**config.mk**
```make
export PLATFORM = sky130hd
export DESIGN_NAME = cla_multiword_seq_flat
export DESIGN_NICKNAME = d
export VERILOG_FILES = /design/src/rtl/cla_pkg.sv /design/src/rtl/cla_multiword_seq_if.sv /design/src/rtl/cla4_slice.sv /design/src/rtl/cla_multiword_seq.sv /design/src/flat_wrapper.sv
export SDC_FILE = /design/constraint.sdc
export NUM_CORES = 1
export LEC_CHECK = 0
export ABC_AREA = 1
export BUFFER_PORTS_ARGS = -buffer_cell sky130_fd_sc_hd__buf_4
export CORE_AREA = 2 2 78 80
export DETAILED_ROUTE_END_ITERATION = 6
export DIE_AREA = 0 0 80 82
export GPL_TIMING_DRIVEN = 0
export PLACE_DENSITY = 0.77
export SLEW_MARGIN = 10
export SYNTH_ARGS = -nofsm -noshare
export SYNTH_HDL_FRONTEND = slang
export SYNTH_SLANG_ARGS = --single-unit
```
**constraint.sdc**
```tcl
create_clock -name clk -period 2 [get_ports clk]
set_clock_uncertainty 0.2 [all_clocks]
set_input_delay 0.1 -clock clk [delete_from_list [all_inputs] [get_ports clk]]
set_output_delay 0.1 -clock clk [all_outputs]
set_load 0.03 [all_outputs]
```
**src/rtl/cla_pkg.sv**
```systemverilog
// Shared types and helpers for the sequenced multi-precision CLA adder.
package cla_pkg;

  // Bits handled per slice cycle.
  localparam int unsigned SLICE_W = 4;

  // Operation sequencer states.
  typedef enum logic [1:0] {
    IDLE = 2'd0,
    RUN  = 2'd1,
    DONE = 2'd2
  } state_t;

  // Ceiling log2; used to size the slice counter.
  function automatic int unsigned clog2(input int unsigned n);
    int unsigned r;
    r = 0;
    for (int unsigned i = 0; i < 32; i++) begin
      if ((33'd1 << i) < 33'(n)) r = i + 1;
    end
    return r;
  endfunction

endpackage

```
**src/rtl/cla_multiword_seq_if.sv**
```systemverilog
// Operand/result handshake bundle for cla_multiword_seq.
//   master: operand source + result consumer side
//   slave : adder side
interface cla_multiword_seq_if #(
  parameter int unsigned WIDTH = 16
);

  logic             in_valid;
  logic             in_ready;
  logic [WIDTH-1:0] a;
  logic [WIDTH-1:0] b;
  logic             cin;
  logic             out_valid;
  logic             out_ready;
  logic [WIDTH-1:0] sum;
  logic             cout;
  logic             ovf;
  logic             busy;

  modport master (
    output in_valid, a, b, cin, out_ready,
    input  in_ready, out_valid, sum, cout, ovf, busy
  );

  modport slave (
    input  in_valid, a, b, cin, out_ready,
    output in_ready, out_valid, sum, cout, ovf, busy
  );

endinterface

```
**src/rtl/cla4_slice.sv**
```systemverilog
// 4-bit carry-look-ahead slice, purely combinational.
//   a, b : slice operands
//   ci   : carry into bit 0
//   s    : slice sum
//   co   : carry out of bit 3
//   c3   : carry into bit 3 (needed for signed overflow on the top slice)
module cla4_slice
  import cla_pkg::*;
(
  input  logic [SLICE_W-1:0] a,
  input  logic [SLICE_W-1:0] b,
  input  logic               ci,
  output logic [SLICE_W-1:0] s,
  output logic               co,
  output logic               c3
);

  logic [SLICE_W-1:0] g;
  logic [SLICE_W-1:0] p;
  logic               c1;
  logic               c2;

  assign g = a & b;
  assign p = a ^ b;

  // Flattened look-ahead carries, no ripple between bit positions.
  assign c1 = g[0] | (p[0] & ci);
  assign c2 = g[1] | (p[1] & g[0]) | (p[1] & p[0] & ci);
  assign c3 = g[2] | (p[2] & g[1]) | (p[2] & p[1] & g[0])
            | (p[2] & p[1] & p[0] & ci);
  assign co = g[3] | (p[3] & g[2]) | (p[3] & p[2] & g[1])
            | (p[3] & p[2] & p[1] & g[0]) | (p[3] & p[2] & p[1] & p[0] & ci);

  assign s = p ^ {c3, c2, c1, ci};

endmodule

```
**src/rtl/cla_multiword_seq.sv**
```systemverilog
// Sequenced multi-precision adder: WIDTH-bit a+b+cin computed 4 bits per
// cycle through one CLA slice, carry held in a register between slices.
//   clk, rst_n : clock, async active-low reset
//   bus        : slave side of cla_multiword_seq_if
//                in_valid/in_ready/a/b/cin  - operand handshake
//                out_valid/out_ready        - result handshake
//                sum/cout/ovf               - registered result
//                busy                       - high in RUN or DONE
module cla_multiword_seq
  import cla_pkg::*;
#(
  parameter int unsigned WIDTH = 16
) (
  input  logic                clk,
  input  logic                rst_n,
  cla_multiword_seq_if.slave  bus
);

  localparam int unsigned NSLICE = WIDTH / SLICE_W;
  localparam int unsigned CNT_W  = clog2(NSLICE);
  localparam int unsigned SH_W   = WIDTH - SLICE_W;

  state_t             state_q, state_d;
  logic [WIDTH-1:0]   a_sh_q, a_sh_d;
  logic [WIDTH-1:0]   b_sh_q, b_sh_d;
  logic [SH_W-1:0]    sum_sh_q, sum_sh_d;
  logic               carry_q, carry_d;
  logic [CNT_W-1:0]   cnt_q, cnt_d;
  logic [WIDTH-1:0]   sum_q, sum_d;
  logic               cout_q, cout_d;
  logic               ovf_q, ovf_d;

  logic [SLICE_W-1:0] slice_s;
  logic               slice_co;
  logic               slice_c3;
  logic [WIDTH-1:0]   sum_cat;
  logic               last_slice;

  cla4_slice u_slice (
    .a  (a_sh_q[SLICE_W-1:0]),
    .b  (b_sh_q[SLICE_W-1:0]),
    .ci (carry_q),
    .s  (slice_s),
    .co (slice_co),
    .c3 (slice_c3)
  );

  // New slice result enters at the top; after NSLICE cycles it is the full sum.
  assign sum_cat    = {slice_s, sum_sh_q};
  assign last_slice = (state_q == RUN) && (cnt_q == CNT_W'(NSLICE - 1));

  // State register.
  always_ff @(posedge clk or negedge rst_n) begin
    if (!rst_n) begin
      state_q <= IDLE;
    end else begin
      state_q <= state_d;
    end
  end

  // Next-state logic.
  always_comb begin
    state_d = state_q;
    unique case (state_q)
      IDLE:    if (bus.in_valid)  state_d = RUN;
      RUN:     if (last_slice)    state_d = DONE;
      DONE:    if (bus.out_ready) state_d = IDLE;
      default: state_d = IDLE;
    endcase
  end

  // Datapath next values; everything holds unless the state says otherwise.
  always_comb begin
    a_sh_d   = a_sh_q;
    b_sh_d   = b_sh_q;
    sum_sh_d = sum_sh_q;
    carry_d  = carry_q;
    cnt_d    = cnt_q;
    sum_d    = sum_q;
    cout_d   = cout_q;
    ovf_d    = ovf_q;
    unique case (state_q)
      IDLE: begin
        if (bus.in_valid) begin
          a_sh_d  = bus.a;
          b_sh_d  = bus.b;
          carry_d = bus.cin;
          cnt_d   = '0;
        end
      end
      RUN: begin
        a_sh_d   = a_sh_q >> SLICE_W;
        b_sh_d   = b_sh_q >> SLICE_W;
        sum_sh_d = sum_cat[WIDTH-1:SLICE_W];
        carry_d  = slice_co;
        cnt_d    = last_slice ? '0 : cnt_q + CNT_W'(1);
        if (last_slice) begin
          sum_d  = sum_cat;
          cout_d = slice_co;
          // Signed overflow: carry into MSB differs from carry out of MSB.
          ovf_d  = slice_c3 ^ slice_co;
        end
      end
      default: ;
    endcase
  end

  // Datapath and result registers.
  always_ff @(posedge clk or negedge rst_n) begin
    if (!rst_n) begin
      a_sh_q   <= '0;
      b_sh_q   <= '0;
      sum_sh_q <= '0;
      carry_q  <= 1'b0;
      cnt_q    <= '0;
      sum_q    <= '0;
      cout_q   <= 1'b0;
      ovf_q    <= 1'b0;
    end else begin
      a_sh_q   <= a_sh_d;
      b_sh_q   <= b_sh_d;
      sum_sh_q <= sum_sh_d;
      carry_q  <= carry_d;
      cnt_q    <= cnt_d;
      sum_q    <= sum_d;
      cout_q   <= cout_d;
      ovf_q    <= ovf_d;
    end
  end

  // Handshake flags are direct decodes of the state register.
  assign bus.in_ready  = (state_q == IDLE);
  assign bus.out_valid = (state_q == DONE);
  assign bus.busy      = (state_q != IDLE);
  assign bus.sum       = sum_q;
  assign bus.cout      = cout_q;
  assign bus.ovf       = ovf_q;

endmodule

```
**src/flat_wrapper.sv**
```systemverilog
// flat-port wrapper written by rule: the top's interface ports become plain ports
module cla_multiword_seq_flat import cla_pkg::*;
#(
  parameter int unsigned WIDTH = 16
)
  (clk, rst_n, bus_in_valid, bus_a, bus_b, bus_cin, bus_out_ready, bus_in_ready, bus_out_valid, bus_sum, bus_cout, bus_ovf, bus_busy);
  cla_multiword_seq_if #(.WIDTH(WIDTH)) bus_i ();
  input  logic clk;
  input  logic rst_n;
  input wire logic [$bits(bus_i.in_valid)-1:0] bus_in_valid;
  input wire logic [$bits(bus_i.a)-1:0] bus_a;
  input wire logic [$bits(bus_i.b)-1:0] bus_b;
  input wire logic [$bits(bus_i.cin)-1:0] bus_cin;
  input wire logic [$bits(bus_i.out_ready)-1:0] bus_out_ready;
  output wire logic [$bits(bus_i.in_ready)-1:0] bus_in_ready;
  output wire logic [$bits(bus_i.out_valid)-1:0] bus_out_valid;
  output wire logic [$bits(bus_i.sum)-1:0] bus_sum;
  output wire logic [$bits(bus_i.cout)-1:0] bus_cout;
  output wire logic [$bits(bus_i.ovf)-1:0] bus_ovf;
  output wire logic [$bits(bus_i.busy)-1:0] bus_busy;
  assign bus_i.in_valid = bus_in_valid;
  assign bus_i.a = bus_a;
  assign bus_i.b = bus_b;
  assign bus_i.cin = bus_cin;
  assign bus_i.out_ready = bus_out_ready;
  assign bus_in_ready = bus_i.in_ready;
  assign bus_out_valid = bus_i.out_valid;
  assign bus_sum = bus_i.sum;
  assign bus_cout = bus_i.cout;
  assign bus_ovf = bus_i.ovf;
  assign bus_busy = bus_i.busy;
  cla_multiword_seq #(.WIDTH(WIDTH)) u_core (.clk(clk), .rst_n(rst_n), .bus(bus_i));
endmodule
```
======== Word level (Yosys, flattened, before mapping) ========
Index checks and enable logic that the tools add are counted.
operators by class
  $add $sub $neg .......................... 1
  equal/unequal tests ..................... 6
  multiplexer cells ....................... 13
  bitwise logic cells ..................... 30
  reductions and logical operators ........ 7
operators by type and width
  kind                 number
  $pmux 16 s2          2
  $mux 16              2
  $and 1x1->1          16
  $mux 2               5
  $or 1x1->1           10
  $xor 4x4->4          2
  $pmux 2 s3           1
  $and 4x4->4          1
  $eq 2x2->1 const B   2
  $ne 2x2->1 const B   2
  $pmux 2 s2           1
  $reduce_and 2->1     2
  $reduce_bool 2->1    2
  $reduce_and 3->1     1
  $add 2x1->2 const B  1
  $eq 2x1->1 const B   1
  $logic_not 2->1      1
  $ne 2x1->1 const B   1
  $pmux 1 s2           1
  $logic_and 1x1->1    1
  $mux 1               1
  $xor 1x1->1          1
word-level totals
  bits in registers ....................... 67
  input port bits ......................... 37
  output and inout port bits .............. 21

======== Logic depth before layout (Yosys ltp) ========
Gate-level depths: netlist of run 1.
  depth after elaboration ................. 7
  depth in mapped cells ................... 9
  depth with buffers taken out ............ 8

======== Hierarchy ========
A second synthesis of run 1 with hierarchy kept.
unflattened totals
  cell total of the unflattened synthesis .. 409
  area, all modules ....................... 3,181.8 µm²
by module, submodules not included
  module             instances  cells each  area an instance (µm²)  seq. area each (µm²)
  cla_multiword_seq  1          378         2,985.4                 1,676.6
  cla4_slice         1          31          196.4                   0.0

======== Worst setup path after synthesis of run 1 ========
No wires, ideal clock.
  path kind ............................... reg-to-reg
  start point ............................. reg u_core.b_sh_q[1]
  end point ............................... reg u_core.carry_q
  library setup time ...................... 0.123 ns
  data arrival time ....................... 1.331 ns
  required time ........................... 1.677 ns
  slack ................................... 0.346 ns
  cell stages (with the launch flop) ...... 7
  path buffers ............................ 0
  clock period less this slack ............ 1.654 ns
  cells stage by stage .................... dfrtp_1 ha_1 or2_2 nand3_1 nand2_1 nor2_1 o21ai_1
between the ends
  word-level cells in the longest chain between the ends .. 6
  elaborated cells between the ends (all ways) .. 11
  classes of those cells .................. mux: 1; bitwise: 10
ends and longest elaborated chain
  what                                        line                                source
  start, declared                             cla_multiword_seq.sv:25             logic [WIDTH-1:0] b_sh_q, b_sh_d;
  start signal, assigned                      cla_multiword_seq.sv:121            b_sh_q <= b_sh_d;
  $and 4x4->4 or $xor 4x4->4 (tied branches)  cla4_slice.sv:23, cla4_slice.sv:24
  $and 1x1->1 (on tied branches)              cla4_slice.sv:31, cla4_slice.sv:32
  $or 1x1->1 or $and 1x1->1 (tied branches)   cla4_slice.sv:31, cla4_slice.sv:32
  $or 1x1->1 or $and 1x1->1 (tied branches)   cla4_slice.sv:32                    | (p[3] & p[2] & p[1] & g[0]) | (p[3] & p[2] & p[1] & p[0] & ci);
  $or 1x1->1 *                                cla4_slice.sv:32
  $pmux 1 s2 *                                cla_multiword_seq.sv:82             unique case (state_q)
  end signal, assigned                        cla_multiword_seq.sv:123            carry_q <= carry_d;
  end, declared                               cla_multiword_seq.sv:27             logic carry_q, carry_d;
Every way passes the cells marked *; elsewhere a longest branch is shown, timed or not.
A chain may end at the register's enable or synchronous reset.

======== Worst setup path in the final report of run 1 ========
Ends and elaborated chain as after synthesis.

==> run summary, run 1 <==
outcome -> completed
share of the synthesized area in the top cell type -> 55.1%
Sw Ratio -> 44.7%
synth top area cells -> dfrtp_1 (55%), nand2_1 (9.0%), o21ai_0 (7.6%), o21ai_1 (5.8%), inv_1 (5.3%)
vias per cell -> 5.04
CP Capture Type -> register
die area -> 0.00656 mm2
final WL -> 6.97 mm
Mean Syn Cell Area -> 8.90 um2
power share of the sequential group -> 33.5%
Worst setup SP type -> register
warning count from the yosys run -> 0
drt wl/cell -> 13.2 um
Crit Path Category -> register to register
Final Setup Violations -> 0
DRT iter0 DRCs -> 178
Synth Register Bits -> 67
Post-Syn Area -> 0.00304 mm2
Yosys top cell by area -> dfrtp_1
routed vias -> 2653
maximum fanout along the worst path -> 6
clk root buf -> clkbuf_8
first-pass GRT wire length -> 11.8 mm
worst setup path startpoint -> u_core.b_sh_q[1]$_DFFE_PN0P_
Initial Util -> 53.0%
Pins Over Slew Limit -> 0
die width -> 80 um
H-tree Lvls -> 3
Max Cap Viol -> 0
Yosys cell types -> 25
Detailed Place HPWL -> 4.53 mm
worst skew pair latency -> 340 ps
post-layout minimum cycle time -> 1790 ps
I/O Pins -> 58
final core occ -> 71.1%
Layout Area Growth over Synthesis -> 34.3%
IO Port Bufs -> 57
Worst-path clk slew -> 70 ps
Clk pwr share -> 14.1%
total gr overflow -> 0
CTS tree -> built
routability cong. -> 0.830
CP Data Arrival Time -> 1830 ps
maximum buffer depth of the clock tree -> 2
leakage power -> 2.03 nW
Mapped Nets -> 385
Overall Power -> 6.79 mW
Final ANT Viol Nets -> 0
Fill cells -> 467
drt first pass iters -> 4
TNS Setup -> 0 ps
Power Density -> 1660 mW/mm2
clk sink count -> 67
antenna cells -> 0
Tightest Pin Transition -> 830 ps
nets -> 489
r2r startpoint -> u_core.b_sh_q[1]$_DFFE_PN0P_
vias in the first global route -> 2605
CTS buffer count -> 9
die height -> 82 um
Final Hold Vio Count -> 0
Post-Synthesis Cells -> 342
DRC Markers -> 0
Final period util -> 89.7%
Req. time, crit path -> 2030 ps
slew margin rel. -> 44.7%
sequential share of the synthesized area -> 55.1%
initial antenna violation count -> 0
internal power -> 3.75 mW
pin count of the biggest net entering global routing -> 68
worst min path class -> primary input to asynchronous set/reset pin
switching pwr -> 3.04 mW
Total Routing Usage GR -> 24.0%
combinational share of power -> 52.4%
Rows -> 28
peak supply drop -> 0.838 mV
fmax -> 0.557 GHz
core area -> 0.00575 mm2
RSZ-0062 raised after global routing -> false
layout cell share with drive strength beyond 1 -> 22.6%
==> power by group through the flow <==
stage	clock network [mW]	logic, mW	registers, mW
3_3_place_gp	0	3.37	2.28
3_5_place_dp	0	3.48	2.30
2_1_floorplan	0	2.25	2.54
6_report	0.955	3.56	2.27
5_1_grt	1.04	3.99	2.35
4_1_cts	0.970	3.56	2.28
==> layout make-up <==
cell class	count	area, um2	area share (%)
Multi-Input combinational cell	213	1090	26.8
Clock buffer	11	131	3.21
Inverter	47	179	4.38
Timing Repair Buffer	93	788	19.3
Buffer	15	95.1	2.33
Tap cell	75	93.8	2.30
Sequential cell	67	1680	41.0
Clock inverter	5	30.0	0.735
==> worst max-delay path: stages, from the launching register on <==
cell and delay (ps):
dfrtp_1 380, ha_1 390, or2_2 330, nand3_1 110, nand2_1 100, nor2_1 100, o21ai_1 60
==> logic make-up after synthesis <==
group / Yosys count / synth area share, %
buffers and inverters: 62 / 9.00
DFF: 67 / 55.1
AOI/OAI and AO/OA: 103 / 18.6
xor gates and xnor gates: 1 / 0.288
adders and majority gates: 6 / 2.71
and+or+nand+nor: 103 / 14.3
==> layout by cell type, fill, tap and decap left out, drive strengths merged, types with 3 or more instances in the layout <==
| master | synthesis | final |
|---|---|---|
| o21ai | 81 | 81 |
| nand2 | 75 | 75 |
| buf | 12 | 69 |
| dfrtp | 67 | 67 |
| inv | 47 | 47 |
| dlygate4sd3 | 0 | 36 |
| a21oi | 19 | 19 |
| nor2 | 15 | 15 |
| clkbuf | 3 | 14 |
| nand3 | 11 | 11 |
| ha | 5 | 5 |
| clkinv | 0 | 3 |
==> Yosys cell counts <==
library cell and number:
inv_4 1, xnor2_1 1, a21oi_1 8, nor2_1 14, nand2_4 2, a21oi_2 11
nand2_1 73, buf_2 7, a21o_1 1, buf_4 2, o31ai_1 1, a22o_1 1
or2_2 1, nor2_8 1, inv_1 43, nand3_1 11, clkbuf_1 3, buf_6 3
fa_1 1, o21ai_1 35, nand4_1 1, inv_2 3, dfrtp_1 67, ha_1 5
o21ai_0 46
==> layer usage <==
| layer | global-route usage [%] | part of all wire [%] | up-vias |
|---|---|---|---|
| li1 | - | - | 1310 |
| met1 | 29.8 | 44 | 1253 |
| met2 | 41.3 | 50 | 80 |
| met3 | 5.27 | 4.8 | 10 |
| met4 | 8.81 | 1.6 | 0 |
| met5 | 0 | 0 | - |
==> metrics by stage <==
| step | std cells | hold WS (ps) | worst slack [ps] | cell area (um2) |
|---|---|---|---|---|
| detailed placement | 474 | 55.7 | 223 | 3570 |
| global placement | 474 | 52.5 | 247 | 3570 |
| finish | 526 | 216 | 206 | 4090 |
| floorplan | 342 | -396 | 346 | 3040 |
| CTS | 526 | 226 | 208 | 4090 |
| global route | 526 | 283 | 116 | 4090 |
==> repair_timing <==
item,4_1_cts,5_1_grt
resized for setup,0,0
hold buffers,36,0
endpoints found under the hold margin,102,0
buffers inserted,0,0
==> path summary, 6_finish.rpt <==
kind / end / slack [ps] / cells after the start
max in group asynchronous: u_core.bus.sum[6]$_DFFE_PN0P_ / 860 / 2
min: u_core.cnt_q[1]$_DFFE_PN0P_ / 220 / 2
min in group clk: u_core.bus.sum[1]$_DFFE_PN0P_ / 270 / 2
max reg2reg: u_core.carry_q$_DFFE_PN0P_ / 210 / 6
max: u_core.carry_q$_DFFE_PN0P_ / 210 / 6
min reg2reg: u_core.bus.sum[1]$_DFFE_PN0P_ / 270 / 2
==> state kept, by name (all words and copies together), names as in the netlist <==
| name | flops |
|---|---|
| u_core.a_sh_q | 16 |
| u_core.sum_sh_q | 12 |
| u_core.bus.sum | 16 |
| u_core.carry_q | 1 |
| u_core.state_q | 2 |
| u_core.b_sh_q | 16 |
| u_core.bus.ovf | 1 |
| u_core.bus.cout | 1 |
| u_core.cnt_q | 2 |
No activity file was read; power rests on OpenSTA's default activity.
==> inputs of run 2 (changes only) <==
CORE_AREA = 2 2 77 79   (was 2 2 78 80)
CTS_BUF_LIST = sky130_fd_sc_hd__clkbuf_4   (was default)
DIE_AREA = 0 0 79 81   (was 0 0 80 82)
PLACE_DENSITY = 0.79   (was 0.77)
==> run 2 against run 1 <==
  * Die area shrank 2.5%
  * Sequential share of layout area shrank 0.91 points
  * Utilization grew 2.5 points
  * Critical path depth grew 2
==> run summary, run 2 (synthesis gave the netlist of run 1 again) <==
outcome -> completed
Rows -> 28
Detailed Place HPWL -> 4.43 mm
drt first pass iters -> 4
Final ANT Viol Nets -> 0
Fill cells -> 437
final core occ -> 73.7%
Worst setup SP type -> register
Sw Ratio -> 42.7%
total gr overflow -> 0
TNS Setup -> 0 ps
drt wl/cell -> 13.1 um
first-pass GRT wire length -> 11.9 mm
routability cong. -> 0.889
DRT iter0 DRCs -> 137
pin count of the biggest net entering global routing -> 68
internal power -> 4.07 mW
Final Setup Violations -> 0
CP Data Arrival Time -> 2000 ps
Total Routing Usage GR -> 24.3%
die area -> 0.00640 mm2
vias per cell -> 5.02
worst min path class -> primary input to asynchronous set/reset pin
fmax -> 0.526 GHz
Req. time, crit path -> 2100 ps
final WL -> 6.95 mm
Max Cap Viol -> 0
switching pwr -> 3.03 mW
Initial Util -> 53.6%
slew margin rel. -> 44.5%
leakage power -> 2.07 nW
core area -> 0.00568 mm2
Tightest Pin Transition -> 832 ps
H-tree Lvls -> 3
vias in the first global route -> 2617
layout cell share with drive strength beyond 1 -> 23.5%
Reg area -> 0.00168 mm2
die height -> 81 um
Crit Path Category -> register to register
peak supply drop -> 0.807 mV
most common cell after layout, fill and taps aside -> nand2_1
initial antenna violation count -> 0
IO Port Bufs -> 57
nets -> 494
Worst-path clk slew -> 100 ps
Pins Over Slew Limit -> 0
Overall Power -> 7.10 mW
Final Hold Vio Count -> 0
Cell Area, Placed -> 0.00357 mm2
Final Cell Area -> 0.00418 mm2
antenna cells -> 0
Multi-input gate area -> 0.00111 mm2
DRC Markers -> 0
CP Capture Type -> register
most frequent cells in the layout -> nand2_1 (72), dfrtp_1 (67), buf_4 (61)
I/O Pins -> 58
Clk pwr share -> 15.8%
WHS -> 112 ps
power share of the sequential group -> 32.1%
Final period util -> 95.1%
CTS tree -> built
Power Density -> 1700 mW/mm2
clk sink count -> 67
post-layout minimum cycle time -> 1900 ps
worst skew pair latency -> 410 ps
Layout Area Growth over Synthesis -> 37.3%
maximum buffer depth of the clock tree -> 2
maximum fanout along the worst path -> 10
die width -> 79 um
combinational share of power -> 52.2%
clk root buf -> clkbuf_4
CTS buffer count -> 9
routed vias -> 2663
## run 2: critical path, cell delays in order, from the launching register on
cell and delay, ps:
dfrtp_1 390, inv_2 140, nand2_8 120, nand2_8 110
inv_6 50, buf_6 140, nand2_1 50, o21ai_1 50
dlygate4sd3_1 540
## run 2: repair_timing
| action | in CTS | in global routing |
|---|---|---|
| hold buffers | 38 | 0 |
| endpoints found under the hold margin | 102 | 0 |
| endpoints found under the setup margin | 0 | 2 |
| setup buffers | 0 | 3 |
| resized for setup | 0 | 8 |
## run 2: stage by stage
stage	worst slack, ps	instances
floorplan	346	342
global placement	247	474
detailed placement	224	474
CTS	45.8	528
global route	-3.80	531
finish	97.4	531
## run 2: path summary, 6_finish.rpt
path / startpoint / to / slack (ps) / cells after the start
max: u_core.state_q[1]$_DFFE_PN0P_ / u_core.a_sh_q[1]$_DFFE_PN0P_ / 100 / 8
min: rst_n / u_core.sum_sh_q[3]$_DFFE_PN0P_ / 110 / 2
max reg2reg: u_core.state_q[1]$_DFFE_PN0P_ / u_core.a_sh_q[1]$_DFFE_PN0P_ / 100 / 8
min reg2reg: u_core.bus.sum[3]$_DFFE_PN0P_ / u_core.bus.sum[3]$_DFFE_PN0P_ / 280 / 2
max in group asynchronous: rst_n / u_core.a_sh_q[9]$_DFFE_PN0P_ / 930 / 2
min in group clk: bus_out_ready / u_core.state_q[1]$_DFFE_PN0P_ / 220 / 3
## run 2: metal layers
| metal | track usage, % | share of wire, % | vias up | wire (um) |
|---|---|---|---|---|
| met5 | 0 | 0 | - | 0 |
| met4 | 11.6 | 2.5 | 0 | 173 |
| met3 | 4.22 | 4.3 | 17 | 300 |
| met2 | 41.8 | 50 | 72 | 3450 |
| met1 | 30.1 | 43 | 1254 | 3020 |
| li1 | - | - | 1320 | - |
## run 2: final cells by class
type	count	area share, %
Sequential cell	67	40.1
Multi-Input combinational cell	213	26.6
Timing Repair Buffer	98	19.9
Inverter	47	4.40
Clock inverter	6	2.48
Buffer	15	2.45
Tap cell	75	2.24
Clock buffer	10	1.80
## run 2: power by group through the flow
stage / logic [mW] / registers [mW] / clock network [mW]
2_1_floorplan: 2.25 / 2.54 / 0
3_3_place_gp: 3.37 / 2.27 / 0
3_5_place_dp: 3.46 / 2.30 / 0
4_1_cts: 3.60 / 2.27 / 1.13
5_1_grt: 4.20 / 2.35 / 1.19
6_report: 3.70 / 2.28 / 1.12
==> inputs of run 3 (changes only) <==
GPL_TIMING_DRIVEN = default   (was 0)
==> run 3 against run 2 <==
  * Utilization decreased by 1.4 points
  * Register-to-register slack barely moved
  * Final area decreased by 1.9%
  * Final cell count down 1.5%
  * First-iteration DRC count rose by 23%
  * Global-route usage fell by 0.26 points
  * Critical path depth is 1 lower
  * Sequential cell count did not move
  * Worst hold slack better by 130 ps
  * Largest cell class unchanged
  * Sequential power is essentially flat
  * Fmax rose by 0.74%
==> run summary, run 3 (synthesis gave the netlist of run 1 again) <==
initial antenna violation count -> 0
top cell family by delay on the critical path -> buffers and inverters
crit-path cells -> inv_1 -> nand2_1 -> nor2_1 -> buf_4 -> nand2_1 -> o21ai_0 -> dlygate4sd3_1
die height -> 81 um
Clk pwr share -> 12.9%
post-layout minimum cycle time -> 1890 ps
hold path cells -> 3
Tightest Pin Transition -> 460 ps
worst skew pair latency -> 400 ps
min-delay src -> bus_out_ready
clk root buf -> clkbuf_4
routed vias -> 2676
RSZ-0062 raised after global routing -> false
vias in the first global route -> 2598
Final ANT Viol Nets -> 0
total gr overflow -> 0
drt wl/cell -> 13.5 um
drt first pass iters -> 5
maximum buffer depth of the clock tree -> 2
H-tree Lvls -> 3
power share of the sequential group -> 34.4%
die width -> 79 um
maximum fanout along the worst path -> 5
Final Setup Violations -> 0
most common cell after layout, fill and taps aside -> nand2_1
first-pass GRT wire length -> 11.8 mm
Req. time, crit path -> 2090 ps
slew margin rel. -> 69.3%
routability cong. -> 0.860
pin count of the biggest net entering global routing -> 43
Detailed Place HPWL -> 4.26 mm
slowest CP cell -> dlygate4sd3_1
core area -> 0.00568 mm2
WHS -> 242 ps
Min-Delay Endpoint -> u_core.state_q[1]$_DFFE_PN0P_
Final Cell Area -> 0.00410 mm2
vias per cell -> 5.12
Final Hold Vio Count -> 0
Worst Reg2Reg Path Length in Cells -> 7
Worst setup SP type -> register
Sw Ratio -> 44.5%
layout cell share with drive strength beyond 1 -> 22.1%
Final period util -> 94.4%
Max Cap Viol -> 0
Gates resized, CTS repair -> 0
DRT iter0 DRCs -> 169
Crit Path Category -> register to register
Power Density -> 1620 mW/mm2
final WL -> 7.05 mm
peak supply drop -> 0.803 mV
CP Data Arrival Time -> 1970 ps
clk sink count -> 67
outcome -> completed
Worst-path clk slew -> 110 ps
TNS Setup -> 0 ps
Layout Area Growth over Synthesis -> 34.7%
CTS buffer count -> 9
Pins Over Slew Limit -> 0
cell mode on critical path -> nand2_1
Cell Area, Placed -> 0.00354 mm2
most frequent cells in the layout -> nand2_1 (73), dfrtp_1 (67), buf_4 (62)
nets -> 486
combinational share of power -> 52.8%
flop2flop setup slack -> 110 ps
Total Routing Usage GR -> 24.1%
worst stage delay on the critical path -> 580 ps
worst min path class -> primary input to register
Initial Util -> 53.6%
Fill cells -> 442
leakage power -> 2.04 nW
CTS tree -> built
RR Endpoint -> u_core.a_sh_q[12]$_DFFE_PN0P_
internal power -> 3.70 mW
DRC Markers -> 0
I/O Pins -> 58
switching pwr -> 2.96 mW
die area -> 0.00640 mm2
r2r startpoint -> u_core.state_q[0]$_DFFE_PN0P_
Rows -> 28
IO Port Bufs -> 57
antenna cells -> 0
crit path buf inv count -> 3
pre-CTS WS -> 248 ps
final core occ -> 72.2%
fmax -> 0.529 GHz
post-route setup slack -> 111 ps
CP Capture Type -> register
[run 3: cell count changes in the layout (fill, tap and decap cells not counted), sizes merged]
| cell | change |
|---|---|
| bufinv | -2 |
| clkinvlp | +1 |
| buf | -7 |
| dlygate4sd3 | +2 |
| clkinv | +1 |
| clkbuf | -3 |
[run 3: metrics by stage]
stage / power (mW) / cells
after floorplan: 4.79 / 342
after global placement: 5.54 / 465
after detailed placement: 5.68 / 465
after CTS: 6.64 / 523
after global routing: 7.23 / 523
final: 6.65 / 523
[run 3: timing repair]
| action | in CTS | in global routing |
|---|---|---|
| hold endpoints to repair | 102 | 0 |
| setup endpoints to repair | 0 | 4 |
| buffers inserted | 0 | 1 |
| hold buffers | 42 | 0 |
[run 3: cell type report]
class                   instances  area (um2)  area share, %
clock inverters                 6        56.3           1.37
multi-input cells             213        1090           26.7
inverters                      47         179           4.36
flip-flops and latches         67        1680           40.9
well taps                      75        93.8           2.29
clock buffers                  10        75.1           1.83
repair buffers                105         926           22.6
[run 3: worst max path at each step]
stage / from / to / slack [ps] / cells after the start
floorplan: u_core.b_sh_q[1]$_DFFE_PN0P_ / u_core.carry_q$_DFFE_PN0P_ / 350 / 6
global placement: u_core.b_sh_q[1]$_DFFE_PN0P_ / u_core.carry_q$_DFFE_PN0P_ / 290 / 6
detailed placement: u_core.state_q[1]$_DFFE_PN0P_ / u_core.a_sh_q[6]$_DFFE_PN0P_ / 250 / 7
CTS: u_core.state_q[0]$_DFFE_PN0P_ / u_core.a_sh_q[14]$_DFFE_PN0P_ / 150 / 7
global route: u_core.state_q[0]$_DFFE_PN0P_ / u_core.a_sh_q[12]$_DFFE_PN0P_ / 20 / 7
finish: u_core.state_q[0]$_DFFE_PN0P_ / u_core.a_sh_q[12]$_DFFE_PN0P_ / 110 / 7
[run 3: tightest hold or removal path, delay by kind of cell]
family	cells	cell delay, ps
buffers and inverters	2	630
AOI/OAI and AO/OA	1	70
[run 3: metal layers]
| metal | global-route usage (%) | part of all wire, % | wire (um) |
|---|---|---|---|
| met5 | 0 | 0 | 0 |
| met4 | 10.3 | 1.5 | 104 |
| met3 | 5.44 | 6.3 | 441 |
| met2 | 39.7 | 50 | 3530 |
| met1 | 30.8 | 42 | 2980 |
[run 3: power groups by stage]
stage / clock network, mW / logic, mW / registers (mW)
after global routing: 0.937 / 3.95 / 2.35
after floorplan: 0 / 2.25 / 2.54
after detailed placement: 0 / 3.37 / 2.31
final: 0.855 / 3.51 / 2.29
after CTS: 0.875 / 3.48 / 2.29
after global placement: 0 / 3.25 / 2.28
